### src/rtl/dh_input_conditioner.sv
// Multi-channel pad input conditioner: synchroniser, optional inversion, debounce or bypass,
// registered rise/fall pulses and a long-hold flag per channel.
module dh_input_conditioner #(
  parameter int              N_CH            = 4,
  parameter int              SYNC_STAGES     = 2,
  parameter int              DEBOUNCE_CYCLES = 650000,
  parameter int              HOLD_CYCLES     = 0,
  parameter logic [N_CH-1:0] INVERT_MASK     = '0,
  parameter logic [N_CH-1:0] BYPASS_MASK     = '0
) (
  input  logic            clk,
  input  logic            rst,
  input  logic [N_CH-1:0] in_raw,
  output logic [N_CH-1:0] level,
  output logic [N_CH-1:0] rise,
  output logic [N_CH-1:0] fall,
  output logic [N_CH-1:0] held
);

  localparam int CW = $clog2(DEBOUNCE_CYCLES + 1);
  localparam int HW = (HOLD_CYCLES > 0) ? $clog2(HOLD_CYCLES + 1) : 1;

  typedef enum logic {IDLE, PENDING} state_t;

  genvar gi;
  generate
    for (gi = 0; gi < N_CH; gi++) begin : g_ch
      logic [SYNC_STAGES-1:0] sync_reg;
      logic                   s;
      state_t                 state_reg, state_next;
      logic [CW-1:0]          cnt_reg, cnt_next;
      logic                   level_reg, level_next;
      logic                   rise_reg, fall_reg;

      always_ff @(posedge clk) begin
        if (rst) begin
          sync_reg <= '0;
        end else begin
          sync_reg <= {sync_reg[SYNC_STAGES-2:0], in_raw[gi]};
        end
      end

      // Inversion after the chain, so active-low channels read active until pad data arrives.
      assign s = sync_reg[SYNC_STAGES-1] ^ INVERT_MASK[gi];

      always_comb begin
        state_next = state_reg;
        cnt_next   = cnt_reg;
        level_next = level_reg;
        if (BYPASS_MASK[gi]) begin
          level_next = s;
          state_next = IDLE;
          cnt_next   = '0;
        end else begin
          case (state_reg)
            IDLE: begin
              if (s != level_reg) begin
                if (DEBOUNCE_CYCLES == 1) begin
                  level_next = s;
                end else begin
                  state_next = PENDING;
                  cnt_next   = CW'(1);
                end
              end
            end
            PENDING: begin
              if (s == level_reg) begin
                state_next = IDLE;
                cnt_next   = '0;
              end else if (cnt_reg == CW'(DEBOUNCE_CYCLES - 1)) begin
                level_next = s;
                state_next = IDLE;
                cnt_next   = '0;
              end else begin
                cnt_next = cnt_reg + CW'(1);
              end
            end
            default: begin
              state_next = IDLE;
              cnt_next   = '0;
            end
          endcase
        end
      end

      always_ff @(posedge clk) begin
        if (rst) begin
          state_reg <= IDLE;
          cnt_reg   <= '0;
          level_reg <= 1'b0;
          rise_reg  <= 1'b0;
          fall_reg  <= 1'b0;
        end else begin
          state_reg <= state_next;
          cnt_reg   <= cnt_next;
          level_reg <= level_next;
          rise_reg  <= level_next & ~level_reg;
          fall_reg  <= ~level_next & level_reg;
        end
      end

      assign level[gi] = level_reg;
      assign rise[gi]  = rise_reg;
      assign fall[gi]  = fall_reg;

      if (HOLD_CYCLES > 0) begin : g_hold
        logic [HW-1:0] hold_reg, hold_next;
        logic          held_reg;

        always_comb begin
          hold_next = '0;
          if (level_reg) begin
            hold_next = (hold_reg == HW'(HOLD_CYCLES)) ? hold_reg : hold_reg + HW'(1);
          end
        end

        // Gated with level_next so held falls on the same edge as level.
        always_ff @(posedge clk) begin
          if (rst) begin
            hold_reg <= '0;
            held_reg <= 1'b0;
          end else begin
            hold_reg <= hold_next;
            held_reg <= level_next & (hold_next == HW'(HOLD_CYCLES));
          end
        end

        assign held[gi] = held_reg;
      end else begin : g_nohold
        assign held[gi] = 1'b0;
      end
    end
  endgenerate

endmodule
### config.mk
export PLATFORM = sky130hd
export DESIGN_NAME = dh_input_conditioner
export DESIGN_NICKNAME = d
export VERILOG_FILES = /design/src/rtl/dh_input_conditioner.sv
export SDC_FILE = /design/constraint.sdc
export NUM_CORES = 1
export LEC_CHECK = 0
export CAP_MARGIN = 5
export CORE_ASPECT_RATIO = 1.25
export CORE_MARGIN = 3
export CORE_UTILIZATION = 55
export DETAILED_ROUTE_END_ITERATION = 8
export DONT_BUFFER_PORTS = 1
export GPL_TIMING_DRIVEN = 0
export PLACE_DENSITY = 0.7
export SETUP_SLACK_MARGIN = 0.02
export SYNTH_ARGS = -nofsm -noshare
export SYNTH_HDL_FRONTEND = slang
export SYNTH_SLANG_ARGS = --single-unit
### constraint.sdc
create_clock -name clk -period 6.1 [get_ports clk]
set_clock_uncertainty 0.2 [all_clocks]
set_input_delay 0.305 -clock clk [delete_from_list [all_inputs] [get_ports clk]]
set_output_delay 0.305 -clock clk [all_outputs]
set_load 0.02 [all_outputs]
==> run summary <==
The number of hold violations in the final report is 0. The post-cts sizing count came out at 0. The critical path goes through ha_1, nand3_1, nor4bb_1, a211o_1, clkbuf_1, o21ai_0, a22o_1.

The post-synthesis async set-or-reset flop share came out at 0%. The clock buffer count from CTS came out at 9. The area growth from synthesis to layout is 9.49%.

The die covers 10600 um^2. The final routed DRC violation total is 0. The launch instance of the worst min-delay path is g_ch[1].sync_reg[0]$_SDFF_PP0_. The smallest setup slack after layout came out at 3.62 ns. Buffers placed on the I/O ports in this run total 0. The die width came out at 92.8 um. Cells with a size suffix above 1 make up 9.67% of the layout. Global routing consumed, over all layers together, 22.1% of the routing resources.

STA classifies the critical path startpoint as a register. The count of distinct cell types in the synthesized netlist is 63. The worst-skew pair later-pin latency came out at 0.34 ns. The reported leakage power came out at 1.96 nW. The final setup violation count came out at 0. The number of max-slew violations in the final report is 0. The most used flip-flop cell after synthesis is sky130_fd_sc_hd__dfxtp_1. For this run, the post-layout net count is 646. The total half-perimeter wirelength after legalization and detailed placement came out at 7.98 mm.

By area the synthesized netlist is led by sky130_fd_sc_hd__dfxtp_1 40%, sky130_fd_sc_hd__a21oi_1 5.2%, sky130_fd_sc_hd__nand3_1 4.2%, sky130_fd_sc_hd__a31oi_1 3.9%, sky130_fd_sc_hd__nand2_1 3.8%. The data required time of the critical path came out at 6.14 ns. The buffer levels on the longest clock path came out at 2. The starting density of the core is 56.5%. The run finished with clean final reports. The last weighted congestion value of the routability-driven placer came out at 0.842. The overall overflow remaining after global route came out at 0. The tool flagged a number of max-cap violations equal to 0. The initial antenna violation count came out at 0. The number of cells after detailed placement is 743. The setup TNS is 0 ns. The post-placement cell area is 5350 um^2. The number of inserted diodes is 0.

In the final routed layout, each cell accounts on average for 14.9 um. The critical setup path kind is register to register. Of all cell types, the one taking the most synthesized area is sky130_fd_sc_hd__dfxtp_1. At the end of the flow the core is filled with cells to 61.9%. The synthesis warning total is 0. The worst hold path belongs to the class register to register. The number of enable-type register cells in the synthesized netlist is 0. Among all cell types in the netlist, the one instantiated most often is sky130_fd_sc_hd__dfxtp_1. The startpoint of the worst register-to-register path is g_ch[1].cnt_reg[0]$_SDFFE_PP0P_. The pin count of the biggest net entering global routing is 18.

The number of detailed-routing iterations run before antenna repair came out at 5. The count of vias placed by the detailed router is 4621. The number of design-rule violations left by the first detailed-router iteration is 217. The highest achievable clock rate is 0.403 GHz. The post-detailed-route count of antenna-violating nets came out at 0.

The gate count after technology mapping is 617. The transition at the pin with the smallest max-transition slack came out at 1.23 ns. The power consumption came out at 1.28 mW. The vias per cell came out at 6.05. The area share of the largest cell type after synthesis came out at 40.2%. The largest fanout of any net on the critical path came out at 10.

Sequential elements use 40.2% of the synthesized area. Of the available clock period, the critical path in the final layout requires 40.7%. CTS placed an instance of sky130_fd_sc_hd__clkbuf_16 at the clock tree root.

The clock sink count is 104. The design area came out at 5670 um^2. The placeable core area is 9170 um^2.

The power per standard cell area is 226 nW/um^2. The post-place setup slack is 3.65 ns. Setup repair after global routing left no endpoint under its margin. For hold timing, the worst endpoint is g_ch[1].sync_reg[1]$_SDFF_PP0_.

After clock tree synthesis, the clock-pin slew on the worst setup and hold paths is 0.08 ns. The worst setup path is captured at a register. Averaged over all synthesized cells, the footprint is 8.40 um^2. At the worst endpoint, the arrival time is 2.52 ns. The longest individual stage delay on the worst path came out at 0.48 ns. The worst flop-to-flop path endpoint is g_ch[1].cnt_reg[5]$_SDFFE_PP0P_. The tightest hold margin came out at 0.244 ns.

The shortest period the worst path allows is 2.48 ns. Wires add up to 11.4 mm. The worst-case IR drop observed on VDD is 0.136 mV.

The worst max-slew margin expressed relative to the limit came out at 17.1%. The first global-routing pass estimated 19.6 mm of wire. The register with the most flip-flops in the layout has 80 of them. The post-synthesis sequential element count came out at 104.

The setup slack of the worst register-to-register path came out at 3.62 ns. The cell depth of the worst hold path is 1. The placement row count came out at 39. In the synthesized netlist, the cells that appear most often are 104 x sky130_fd_sc_hd__dfxtp_1, 54 x sky130_fd_sc_hd__a21oi_1, 53 x sky130_fd_sc_hd__nand2_1.

22 I/O pins were placed. The non-filler instance count after layout came out at 764. TritonCTS built the clock tree. The number of global-route vias before repair came to 4285. The cell count of the worst reg-to-reg path is 7. The slowest stage of the critical path belongs to the cell sky130_fd_sc_hd__nor4bb_1.

The post-synthesis cell area came out at 5180 um^2. CTS built an H-tree with a depth of 3. The vertical extent of the die is 115 um.
[cell usage in the layout (no fill, tap or decap), types with 12 or more instances in the layout]
master,instances
sky130_fd_sc_hd__o21ai_0,34
sky130_fd_sc_hd__nand4_1,27
sky130_fd_sc_hd__nor4b_1,12
sky130_fd_sc_hd__nand3_1,44
sky130_fd_sc_hd__and3_1,14
sky130_fd_sc_hd__a21oi_1,54
sky130_fd_sc_hd__inv_1,18
sky130_fd_sc_hd__nand2_1,53
sky130_fd_sc_hd__nor2_1,31
sky130_fd_sc_hd__dfxtp_1,104
sky130_fd_sc_hd__buf_4,17
sky130_fd_sc_hd__nand2b_1,12
sky130_fd_sc_hd__a31oi_1,32
sky130_fd_sc_hd__nor3_1,13
[worst max-delay path: cells and delay by family, from the launching register on]
family / cells / cell delay [ns]
simple gates: 2 / 0.63
compound gates: 3 / 0.56
buf+inv: 1 / 0.36
flops: 1 / 0.40
fa+ha+maj: 1 / 0.22
[final cells by class]
class	instances	area, um^2
Inverter	18	67.6
Clock buffer	11	243
Tap cell	123	154
Timing Repair Buffer	5	45.0
Sequential cell	104	2080
Multi-Input combinational cell	459	2780
Fill cell	830	3500
Clock inverter	5	38.8
Buffer	39	268
[worst max path at each step]
stage | from | to | slack, ns | cells past startpoint
6_report | g_ch[1].cnt_reg[0]$_SDFFE_PP0P_ | g_ch[1].cnt_reg[5]$_SDFFE_PP0P_ | 3.62 | 7
5_1_grt | g_ch[1].cnt_reg[0]$_SDFFE_PP0P_ | g_ch[1].cnt_reg[5]$_SDFFE_PP0P_ | 3.41 | 7
4_1_cts | g_ch[1].cnt_reg[0]$_SDFFE_PP0P_ | g_ch[1].cnt_reg[5]$_SDFFE_PP0P_ | 3.64 | 7
3_5_place_dp | g_ch[1].cnt_reg[0]$_SDFFE_PP0P_ | g_ch[1].cnt_reg[5]$_SDFFE_PP0P_ | 3.65 | 7
3_3_place_gp | g_ch[1].cnt_reg[0]$_SDFFE_PP0P_ | g_ch[1].cnt_reg[5]$_SDFFE_PP0P_ | 3.69 | 7
2_1_floorplan | g_ch[2].cnt_reg[0]$_SDFFE_PP0P_ | g_ch[2].cnt_reg[14]$_SDFFE_PP0P_ | 4.00 | 6
[layer usage]
| metal | part of all wire [%] | routed length, um | track usage (%) | vias to the layer above |
|---|---|---|---|---|
| met2 | 48 | 5520 | 37.4 | 87 |
| met1 | 47 | 5320 | 29.1 | 2199 |
| li1 | - | - | - | 2323 |
| met4 | 1.2 | 138 | 7.33 | 0 |
| met5 | 0 | 0 | 0 | - |
| met3 | 3.7 | 417 | 2.83 | 12 |
[timing repair]
item	4_1_cts	5_1_grt
endpoints found under the hold margin	4	0
hold buffers	4	0
setup buffers	0	0
[where the power goes]
group          switching [mW]  internal (mW)  total, mW
sequential            0.00447          0.683      0.688
clock                   0.261          0.291      0.552
combinational          0.0296         0.0143     0.0439
[logic make-up (layout without fill, tap and decap cells)]
logic type | after synthesis | count (layout) | share of synthesized area (%)
AND/OR/NAND/NOR | 273 | 273 | 30.1
AO/OA/AOI/OAI | 155 | 155 | 18.1
flip-flops | 104 | 104 | 40.2
buffers and inverters | 57 | 78 | 6.47
XOR/XNOR | 12 | 12 | 2.03
multiplexers | 11 | 11 | 2.12
adder cells (fa/ha/maj) | 4 | 4 | 0.966
other | 1 | 4 | 0.0724
Note: power is estimated with default switching activity, not from simulation.
